`src/rtl/fetch_controller.sv`:
```
// Instruction-fetch sequencer: owns the PC, issues word requests over a
// req/ack handshake and hands fetched words to decode with stall backpressure.
module fetch_controller #(
  parameter logic [31:0] RESET_PC = 32'h0000_0000
) (
  input  logic        clk,
  input  logic        rst,
  output logic        imem_req,
  output logic [31:0] imem_addr,
  input  logic        imem_ack,
  input  logic [31:0] imem_rdata,
  input  logic        stall,
  input  logic        redirect_valid,
  input  logic [31:0] redirect_pc,
  output logic        instr_valid,
  output logic [31:0] instr,
  output logic [31:0] instr_pc
);

  localparam int unsigned XLEN = 32;

  localparam logic [1:0] IDLE  = 2'd0;
  localparam logic [1:0] REQ   = 2'd1;
  localparam logic [1:0] SKID  = 2'd2;
  localparam logic [1:0] DRAIN = 2'd3;

  localparam logic [XLEN-1:0] WORD_MASK = ~XLEN'(3);
  localparam logic [XLEN-1:0] PC_STEP   = XLEN'(4);

  logic [1:0]      state, state_n;
  logic [XLEN-1:0] pc, pc_n;
  logic [XLEN-1:0] req_addr_n;
  logic            imem_req_n;
  logic            instr_valid_n;
  logic [XLEN-1:0] instr_n, instr_pc_n;
  logic [XLEN-1:0] skid_word, skid_word_n;
  logic [XLEN-1:0] skid_addr, skid_addr_n;
  logic            skid_valid, skid_valid_n;

  logic            xfer_c;
  logic            consumed_c;
  logic            slot_free_c;
  logic [XLEN-1:0] pc_inc_c;
  logic [XLEN-1:0] redirect_tgt_c;

  // Handshake and slot-occupancy qualifiers
  always_comb begin
    xfer_c         = imem_req && imem_ack;
    consumed_c     = instr_valid && !stall;
    slot_free_c    = !instr_valid || !stall;
    pc_inc_c       = pc + PC_STEP;
    redirect_tgt_c = redirect_pc & WORD_MASK;
  end

  // State, PC, request address, output slot and skid registers
  always_ff @(posedge clk) begin
    if (rst) begin
      state       <= IDLE;
      pc          <= RESET_PC & WORD_MASK;
      imem_addr   <= RESET_PC & WORD_MASK;
      imem_req    <= 1'b0;
      instr_valid <= 1'b0;
      instr       <= '0;
      instr_pc    <= '0;
      skid_word   <= '0;
      skid_addr   <= '0;
      skid_valid  <= 1'b0;
    end else begin
      state       <= state_n;
      pc          <= pc_n;
      imem_addr   <= req_addr_n;
      imem_req    <= imem_req_n;
      instr_valid <= instr_valid_n;
      instr       <= instr_n;
      instr_pc    <= instr_pc_n;
      skid_word   <= skid_word_n;
      skid_addr   <= skid_addr_n;
      skid_valid  <= skid_valid_n;
    end
  end

  // Next-state logic; redirect outranks normal sequencing
  always_comb begin
    state_n       = state;
    pc_n          = pc;
    req_addr_n    = imem_addr;
    instr_valid_n = instr_valid;
    instr_n       = instr;
    instr_pc_n    = instr_pc;
    skid_word_n   = skid_word;
    skid_addr_n   = skid_addr;
    skid_valid_n  = skid_valid;

    if (redirect_valid) begin
      instr_valid_n = 1'b0;
      skid_valid_n  = 1'b0;
      pc_n          = redirect_tgt_c;
      case (state)
        REQ: begin
          // An outstanding request cannot be withdrawn, so wait it out in DRAIN
          if (xfer_c) begin
            state_n    = REQ;
            req_addr_n = redirect_tgt_c;
          end else begin
            state_n = DRAIN;
          end
        end
        DRAIN: state_n = DRAIN;
        default: begin
          state_n    = REQ;
          req_addr_n = redirect_tgt_c;
        end
      endcase
    end else begin
      if (consumed_c) begin
        instr_valid_n = 1'b0;
      end
      case (state)
        IDLE: begin
          state_n    = REQ;
          req_addr_n = pc;
        end
        REQ: begin
          if (xfer_c) begin
            pc_n = pc_inc_c;
            if (slot_free_c) begin
              instr_valid_n = 1'b1;
              instr_n       = imem_rdata;
              instr_pc_n    = imem_addr;
              req_addr_n    = pc_inc_c;
            end else begin
              skid_valid_n = 1'b1;
              skid_word_n  = imem_rdata;
              skid_addr_n  = imem_addr;
              state_n      = SKID;
            end
          end
        end
        SKID: begin
          if (slot_free_c) begin
            instr_valid_n = 1'b1;
            instr_n       = skid_word;
            instr_pc_n    = skid_addr;
            skid_valid_n  = 1'b0;
            req_addr_n    = pc;
            state_n       = REQ;
          end
        end
        default: begin
          // DRAIN: the returning word belongs to the abandoned stream
          if (xfer_c) begin
            req_addr_n = pc;
            state_n    = REQ;
          end
        end
      endcase
    end

    imem_req_n = (state_n == REQ) || (state_n == DRAIN);
  end

endmodule

```
`config.mk`:
```
export PLATFORM = sky130hd
export DESIGN_NAME = fetch_controller
export DESIGN_NICKNAME = d
export VERILOG_FILES = /design/src/rtl/fetch_controller.sv
export SDC_FILE = /design/constraint.sdc
export NUM_CORES = 1
export LEC_CHECK = 0
export CORE_ASPECT_RATIO = 1.5
export CORE_UTILIZATION = 48
export CTS_CLUSTER_DIAMETER = 120
export CTS_CLUSTER_SIZE = 14
export DETAILED_ROUTE_END_ITERATION = 10
export PLACE_DENSITY_LB_ADDON = 0.1
export REMOVE_ABC_BUFFERS = 1
export SETUP_SLACK_MARGIN = 0.4
export SYNTH_ARGS = -nofsm -noshare
export SYNTH_HDL_FRONTEND = slang
export SYNTH_SLANG_ARGS = --single-unit
```
`constraint.sdc`:
```
create_clock -name clk -period 7 [get_ports clk]
set_input_delay 1.4 -clock clk [delete_from_list [all_inputs] [get_ports clk]]
set_output_delay 1.4 -clock clk [all_outputs]
set_load 0.05 [all_outputs]
```
==> results of run 1 <==
[state kept, by name (all words and copies together), names as in the netlist]
register / flops
state: 2
instr: 32
imem_addr: 30
instr_valid: 1
instr_pc: 30
skid_addr: 30
skid_word: 32
pc: 30
[power groups by stage]
stage / combinational (mW) / sequential (mW) / clock, mW
2_1_floorplan: 0.220 / 1.42 / 0
3_3_place_gp: 0.633 / 1.22 / 0
3_5_place_dp: 0.637 / 1.22 / 0
4_1_cts: 0.639 / 1.20 / 0.951
5_1_grt: 0.678 / 1.21 / 0.991
6_report: 0.635 / 1.20 / 0.928
[worst max-delay path: stages]
cell and delay, ns:
clkdlybuf4s50_1 0.85, nor3_2 1.20, buf_4 0.64, nand2_1 0.11
a21oi_1 0.14
[kinds of logic (layout without fill, tap and decap cells)]
| family | Yosys count | after routing | share of synthesized area, % |
|---|---|---|---|
| and+or+nand+nor | 367 | 367 | 20.2 |
| other | 1 | 4 | 0.0434 |
| xor gates and xnor gates | 42 | 42 | 4.26 |
| DFF | 187 | 187 | 43.3 |
| buffers and inverters | 101 | 213 | 5.02 |
| adders and majority gates | 5 | 5 | 0.724 |
| AOI/OAI and AO/OA | 244 | 244 | 18.8 |
| muxes | 66 | 66 | 7.64 |
[cells in the mapped netlist, drive strengths merged, types with 3 or more instances]
| library cell | number |
|---|---|
| mux2i | 66 |
| nor4 | 16 |
| buf | 35 |
| nor3 | 12 |
| clkbuf | 54 |
| a21oi | 95 |
| o211ai | 6 |
| o21a | 7 |
| dfxtp | 187 |
| ha | 5 |
| inv | 12 |
| and3 | 5 |
| nand2 | 160 |
| a21boi | 5 |
| o211a | 5 |
| a211oi | 79 |
| nor2 | 99 |
| o41ai | 5 |
| a311oi | 6 |
| nand3 | 31 |
| nand4 | 17 |
| nand2b | 7 |
| or4 | 3 |
| xnor2 | 18 |
| a31oi | 5 |
| o21ai | 11 |
| and4 | 4 |
| xor2 | 24 |
| a211o | 4 |
| or3 | 9 |
[how the worst max path moves through the flow]
stage,slack [ns],end
3_3_place_gp,2.55,imem_addr[20]$_SDFFE_PP0P_
2_1_floorplan,-2.86,instr[0]$_SDFFE_PP0P_
3_5_place_dp,2.53,skid_word[6]$_SDFFE_PP0P_
6_report,2.97,skid_word[23]$_SDFFE_PP0P_
4_1_cts,2.99,skid_word[6]$_SDFFE_PP0P_
5_1_grt,2.71,skid_addr[27]$_SDFFE_PP0P_
[metal layers]
metal / routed length [µm] / part of all wire (%) / vias to the layer above
li1: - / - / 3792
met4: 263 / 1.2 / 0
met1: 9350 / 44 / 3461
met2: 10800 / 51 / 170
met5: 0 / 0 / -
met3: 928 / 4.4 / 18
[area by class of cell]
type	count	area (µm²)	share of cell area, %
clock buffers	18	439	4.07
well taps	213	267	2.47
multi-input cells	728	4500	41.7
flip-flops and latches	187	3740	34.7
clock inverters	14	131	1.22
repair buffers	169	1670	15.5
inverters	12	45.0	0.417
==> out/qor.yml, run 1 <==
outcome: "finished, violations left"
violations: "DRC"
met3_usage_pct: 4.01
pwr-share-comb_pct: 23.0
end_kind: "flop"
synth_edf_count: 0
async_reset_ff_share_pct: 0
cp_max_fo: 48
whs_endpoint: "skid_addr[8]$_SDFFE_PP0P_"
vias: 7441
grt_pass1_wl_um: 34800
skew_ns: 0.00920
fin_cells: 1341
r2r_slack_ns: 3.55
tns_ns: 0
crit_type: "in -> reg"
drt-vias-per-instance: 5.55
hold_start: "skid_addr[8]$_SDFFE_PP0P_"
diodes: 0
initial_core_util_pct: 49.4
clock.fmax_mhz: 248
cts-buffers-inserted: 17
firstDrtPassIters: 9
fin_crit_ns: 4.03
max_cap_violations: 0
nets: 1189
use_met1_pct: 28.5
io_pins: 167
fillCellCount: 1562
p_sw_share_pct: 33.2
core-area_um2: 17500
use_met2_pct: 40.8
die_h_um: 166
grt.busiest_layer: "met2"
setup_viol: 0
die_x_um: 112
drc: 13
leakagePower_nw: 3.63
ctsResizeCount: 0
cts-root-buf: "clkbuf_16"
synthesis.instances: 1013
rows: 59
slew_viol_final: 0
htree_levels: 4
place_ws_ns: 2.53
placed_cell_area_um2: 10200
worst_skew_pair.late_latency_ns: 0.43
total_power_mw: 2.76
synthTopCellsByArea: "dfxtp_1 (43%), mux2i_1 (7.6%), nand2_1 (6.9%)"
whs_path_depth: 2
antenna_found_initial: 0
drive_gt1_share_pct: 6.29
die-area_um2: 18600
rsz0062_at_grt: "no"
wirelength_um: 21300
synth_top_area_share_pct: 43.3
relSlewSlack_pct: 14.9
ys_seq_elements: 187
grt.total_usage_pct: 23.2
seq_area_frac_synth_pct: 43.3
final_common_cell: "dfxtp_1"
setup_ws_ns: 2.97
cts_tree: "done"
post-cts-setup-buffers: 0
whs_ns: 0.454
grt_start_max_net_pins: 106
cellInternalPower_mw: 1.84
p_switching_uw: 918
ir_drop_mv: 0.142
clock_path_buffers: 2
seqPwrFrac_pct: 43.4
hold_viol: 0
post_drt_wl_per_cell_um: 15.9
synthFlopType: "dfxtp_1"
rr_endpoint: "skid_word[23]$_SDFFE_PP0P_"
final_cell_area_um2: 10800
placed_cells: 1309
yosys.area.top_type: "dfxtp_1"
power-per-cell-area_nw_per_um2: 256
cts.sinks: 187
critPathArrivalTime_ns: 4.38
cts-hold-fix-buffers: 0
syn_area_um2: 8640
fin_crit_sh_pct: 57.6
ys_types: 62
finalWeightedCongestion: 0.845
drtIter0Drc: 586
yosysWarnings: 0
reg2reg_from: "state[0]$_SDFF_PP0_"
fin_util_pct: 61.7
detail-route-antenna-nets: 0
r2r_cells: 6
min_path_type: "reg -> reg"
clk_pin_slew_ns: 0.07
avgSynthCellArea_um2: 8.53
crit_start: "redirect_valid"
pwr-share-clk_pct: 33.6
cp-start-kind: "input port"
cp.required_ns: 7.35
place_hpwl_um: 13800
worstMarginPinSlew_ns: 1.27
syn_to_final_growth_pct: 24.9
portBuffers: 160
final_cell_mix: "dfxtp_1 (187), nand2_1 (160), clkdlybuf4s50_1 (159), nor2_1 (98), a21oi_1 (95)"
grt.overflow.total: 0
grt_pass1_vias: 6873
Note: power is estimated with default switching activity, not from simulation.
==> run 2, diff against run 1 <==
clock period = 4.05 ns   (was 7 ns; I/O delays follow)
==> out/qor.yml, run 2 (synthesized netlist as in run 1, its figures left out) <==
outcome: "finished, violations left"
violations: "DRC"
cp_top_family: "simple AND/OR/NAND/NOR gates"
cts_tree: "done"
initial_core_util_pct: 49.4  # unchanged
fin_crit_ns: 2.93
nets: 1196  # +0.59%
vias: 7617  # +2.4%
rsz0062_at_grt: "no"
grt_start_max_net_pins: 171  # +61%
fillCellCount: 1600  # +2.4%
rows: 59  # unchanged
cts-root-buf: "clkbuf_16"
grt_pass1_vias: 7068  # +2.8%
ir_drop_mv: 0.238  # +68%
cp_max_fo: 14  # -71%
die_h_um: 166  # unchanged
placed_cells: 1316  # +0.53%
antenna_found_initial: 0  # unchanged
finalWeightedCongestion: 0.842  # -0.34%
grt_pass1_wl_um: 35600  # +2.3%
clk_pin_slew_ns: 0.07  # about the same
worst_skew_pair.late_latency_ns: 0.42  # about the same
cp-start-kind: "flop"
power-per-cell-area_nw_per_um2: 446  # +74%
ctsResizeCount: 0  # unchanged
diodes: 0  # unchanged
io_pins: 167  # unchanged
grt.total_usage_pct: 23.7  # +0.49 points
final_cell_area_um2: 10900  # +1.1%
core-area_um2: 17500  # unchanged
slew_viol_final: 0  # unchanged
final_common_cell: "dfxtp_1"
cts.sinks: 187  # unchanged
detail-route-antenna-nets: 0  # unchanged
drtIter0Drc: 610  # +4.1%
die_x_um: 112  # unchanged
firstDrtPassIters: 8  # -1
min_path_type: "reg -> reg"
wirelength_um: 21800  # +2.1%
largestRegisters: "instr (32), skid_word (32)"
setup_viol: 0  # unchanged
critPathBufInv: 0  # -2
place_hpwl_um: 13800  # -0.17%
total_power_mw: 4.86  # +76%
cts-buffers-inserted: 17  # unchanged
htree_levels: 4  # unchanged
placed_cell_area_um2: 10300  # +0.88%
relSlewSlack_pct: 41.0  # +26 points
portBuffers: 160  # unchanged
skew_ns: 0.00798  # -0.00122 ns
fin_crit_sh_pct: 72.4
post-cts-setup-buffers: 0  # unchanged
drive_gt1_share_pct: 6.87  # +0.58 points
cp_slowest_stage_delay_ns: 0.58  # -0.62 ns
final_cell_mix: "dfxtp_1 (187), nand2_1 (160), clkdlybuf4s50_1 (159), nor2_1 (98), a21oi_1 (95)"
post_drt_wl_per_cell_um: 16.1  # +1.5%
clock.fmax_mhz: 341
crit_type: "reg -> reg"
worstMarginPinSlew_ns: 0.885  # -0.385 ns
fin_cells: 1348  # +0.52%
end_kind: "flop"
worstPathCellList: "ha_1, nand2_1, or3_4, or3_1, a311o_1, a21oi_1"
critPathArrivalTime_ns: 3.29  # -1.09 ns
leakagePower_nw: 3.68  # +1.6%
grt.overflow.total: 0  # unchanged
drt-vias-per-instance: 5.65  # +1.8%
drc: 13  # unchanged
die-area_um2: 18600  # unchanged
max_cap_violations: 0  # unchanged
cp.required_ns: 4.41  # -2.94 ns
hold_viol: 0  # unchanged
slowest_stage: "ha_1"
whs_ns: 0.453  # -0.000907 ns
fin_util_pct: 62.4  # +0.65 points
syn_to_final_growth_pct: 26.2
cts-hold-fix-buffers: 0  # unchanged
clock_path_buffers: 2  # unchanged
[run 2: changes by cell type in the layout (fill, tap and decap cells not counted)]
cell       previous run  this run
bufinv_16             0         1
clkinv_4              5         3
buf_12                0         3
buf_4                 9        13
inv_8                 2         3
[run 2: stage by stage]
step	setup WS (ns)	setup TNS (ns)
2_1_floorplan	-5.81	-447.41
3_3_place_gp	0.997	0
3_5_place_dp	0.977	0
4_1_cts	1.14	0
5_1_grt	0.983	0
6_report	1.12	0
[run 2: final timing paths]
kind	start	end	slack, ns	cells after the start
hold / removal	skid_addr[9]$_SDFFE_PP0P_	skid_addr[9]$_SDFFE_PP0P_	0.45	2
hold reg to reg	skid_addr[9]$_SDFFE_PP0P_	skid_addr[9]$_SDFFE_PP0P_	0.45	2
setup / recovery	state[0]$_SDFF_PP0_	imem_addr[16]$_SDFFE_PP0P_	1.12	6
setup reg to reg	state[0]$_SDFF_PP0_	imem_addr[16]$_SDFFE_PP0P_	1.12	6
[run 2: layout make-up]
type	instances	area, µm²	area share [%]
Timing Repair Buffer	176	1760	16.1
Clock buffer	18	439	4.03
Multi-Input combinational cell	728	4500	41.2
Sequential cell	187	3740	34.3
Inverter	12	45.0	0.413
Clock inverter	14	155	1.42
Tap cell	213	267	2.44
[run 2: worst min-delay path: cells and delay by family, from the launching register on]
kind	cells	cell delay, ns
flip-flops	1	0.31
AO/OA/AOI/OAI	1	0.05
AND/OR/NAND/NOR	1	0.05
[run 2: report_power, final]
part	switching [mW]	internal, mW
Clock	0.783	0.892
Sequential	0.109	1.96
Combinational	0.708	0.408
[run 2: routing by layer]
metal  up-vias  global-route usage (%)  part of all wire [%]
met3        23                    3.61                   3.8
met2       196                    42.1                    51
met5         -                       0                     0
met4         0                    7.52                   1.4
met1      3594                    29.2                    44
li1       3804                       -                     -
==> run 3, diff against run 2 <==
CORE_UTILIZATION = 47   (was 48)
clock period = 2.59 ns   (was 4.05 ns; I/O delays follow)
==> out/qor.yml, run 3 (synthesized netlist as in run 1, its figures left out) <==
clock_path_buffers: 2  # unchanged
crit_type: "reg -> out"
min_path_type: "reg -> reg"
final_cell_mix: "dfxtp_1 (183), nand2_1 (158), clkdlybuf4s50_1 (133), nor2_1 (98), a21oi_1 (94)"
place_ws_ns: 0.0403  # -0.937 ns
fin_util_pct: 63.5  # +1.1 points
hold_viol: 0  # unchanged
critPathArrivalTime_ns: 1.63  # -1.66 ns
cts-root-buf: "clkbuf_16"
nets: 1238  # +3.5%
post_drt_wl_per_cell_um: 16.4  # +1.6%
relSlewSlack_pct: 42.7  # +1.7 points
cts.sinks: 187  # unchanged
drive_gt1_share_pct: 11.1  # +4.3 points
clk_pin_slew_ns: 0.07  # about the same
reg2reg_from: "state[1]$_SDFF_PP0_"
drc: 0  # -13
cts_tree: "done"
crit_start: "imem_addr[10]$_SDFFE_PP0P_"
final_common_cell: "dfxtp_1"
htree_levels: 4  # unchanged
die-area_um2: 18900  # +2.1%
total_power_mw: 7.62  # +57%
fin_crit_ns: 2.15
largestRegisters: "instr (32), skid_word (32)"
die_h_um: 168  # +1.0%
leakagePower_nw: 4.24  # +15%
grt.overflow.total: 0  # unchanged
grt_start_max_net_pins: 171  # unchanged
placed_cell_area_um2: 10600  # +2.8%
wirelength_um: 22900  # +5.1%
end_kind: "primary output"
fin_crit_sh_pct: 83.0
vias: 7763  # +1.9%
fin_cells: 1394  # +3.4%
setup_viol: 0  # unchanged
place_hpwl_um: 14800  # +7.4%
cts-hold-fix-buffers: 0  # unchanged
pwr-share-comb_pct: 24.0  # +1.1 points
worst_skew_pair.late_latency_ns: 0.43  # about the same
outcome: "finished clean"
drtIter0Drc: 578  # -5.2%
pwr-share-clk_pct: 33.5  # -0.9 points
rows: 60  # +1.7%
cp_slowest_stage_delay_ns: 0.82  # +0.24 ns
firstDrtPassIters: 5  # -3
p_switching_mw: 2.56  # +60%
portBuffers: 160  # unchanged
cp_top_family: "buffers and inverters"
detail-route-antenna-nets: 0  # unchanged
hold_start: "skid_word[19]$_SDFFE_PP0P_"
cp.required_ns: 2.07  # -2.34 ns
power-per-cell-area_nw_per_um2: 669  # +50%
grt_pass1_wl_um: 36900  # +3.8%
drt-vias-per-instance: 5.57  # -1.4%
tns_ns: 0  # unchanged
antenna_found_initial: 0  # unchanged
ff_latch_area_um2: 3750  # +0.20%
cellInternalPower_mw: 5.06  # +55%
final_cell_area_um2: 11400  # +4.3%
core-area_um2: 17900  # +2.6%
fillCellCount: 1598  # -0.13%
seqPwrFrac_pct: 42.5  # about the same
finalWeightedCongestion: 0.847  # +0.53%
rsz0062_at_grt: "yes"
worstMarginPinSlew_ns: 0.860  # -0.0250 ns
placed_cells: 1351  # +2.7%
worstPathCellList: "clkdlybuf4s50_1"
grt_pass1_vias: 7305  # +3.4%
clock.fmax_mhz: 465
cp_max_fo: 4  # -10
whs_ns: 0.455  # +0.00222 ns
slowest_stage: "clkdlybuf4s50_1"
grt.total_usage_pct: 24.4  # +0.64 points
critPathBufInv: 1  # +1
initial_core_util_pct: 48.2  # -1.2 points
p_sw_share_pct: 33.6  # +0.68 points
skew_ns: 0.0104  # +0.00241 ns
setup_ws_ns: 0.440  # -0.677 ns
io_pins: 167  # unchanged
syn_to_final_growth_pct: 31.7
diodes: 0  # unchanged
cts-buffers-inserted: 17  # unchanged
die_x_um: 113  # +1.0%
cp-start-kind: "flop"
slew_viol_final: 0  # unchanged
multi_input_area_um2: 4550  # +1.2%
ir_drop_mv: 0.410  # +73%
max_cap_violations: 0  # unchanged
## run 3: cell types whose count changed in the layout (fill, tap and decap cells not counted), sizes merged
| cell | previous run | this run |
|---|---|---|
| clkinvlp | 3 | 2 |
| inv | 18 | 20 |
| buf | 17 | 59 |
| bufinv | 1 | 0 |
| dlymetal6s2s | 0 | 19 |
| dlygate4sd2 | 0 | 7 |
| clkdlybuf4s50 | 159 | 133 |
## run 3: layer usage
metal,GRT usage (%),vias to the layer above,share of wire (%)
li1,-,3889,-
met3,3.60,29,4.4
met4,7.59,0,1.9
met5,0,-,0
met1,28.9,3620,43
met2,44.6,225,51
## run 3: power by group through the flow
| stage | combinational, mW | sequential [mW] | clock [mW] |
|---|---|---|---|
| after floorplan | 0.594 | 3.84 | 0 |
| after global routing | 1.94 | 3.27 | 2.72 |
| final | 1.83 | 3.24 | 2.55 |
| after global placement | 1.79 | 3.30 | 0 |
| after CTS | 1.83 | 3.24 | 2.61 |
| after detailed placement | 1.80 | 3.30 | 0 |
## run 3: cell type report
cell class,instances,area share [%]
clock buffers,18,3.86
well taps,217,2.38
flip-flops and latches,187,32.9
repair buffers,218,19.3
clock inverters,14,1.15
inverters,12,0.396
multi-input cells,728,40.0
## run 3: worst min-delay path, cell delays in order, from the launching register on
cell     delay [ns]
dfxtp_1        0.31
nand2_1        0.05
a21oi_1        0.05
## run 3: worst paths after layout
path	end	slack, ns	depth (start not counted)
hold reg to reg	skid_word[19]$_SDFFE_PP0P_	0.45	2
setup reg to reg	imem_addr[20]$_SDFFE_PP0P_	0.45	9
hold / removal	skid_word[19]$_SDFFE_PP0P_	0.45	2
setup / recovery	imem_addr[10]	0.44	1
## run 3: repair_timing
item | CTS | global route
gates resized for setup | 14 | 32
setup endpoints to repair | 88 | 111
endpoints found under the hold margin | 0 | 0
setup buffers | 7 | 3
cloned | 1 | 0
pin swaps | 2 | 8
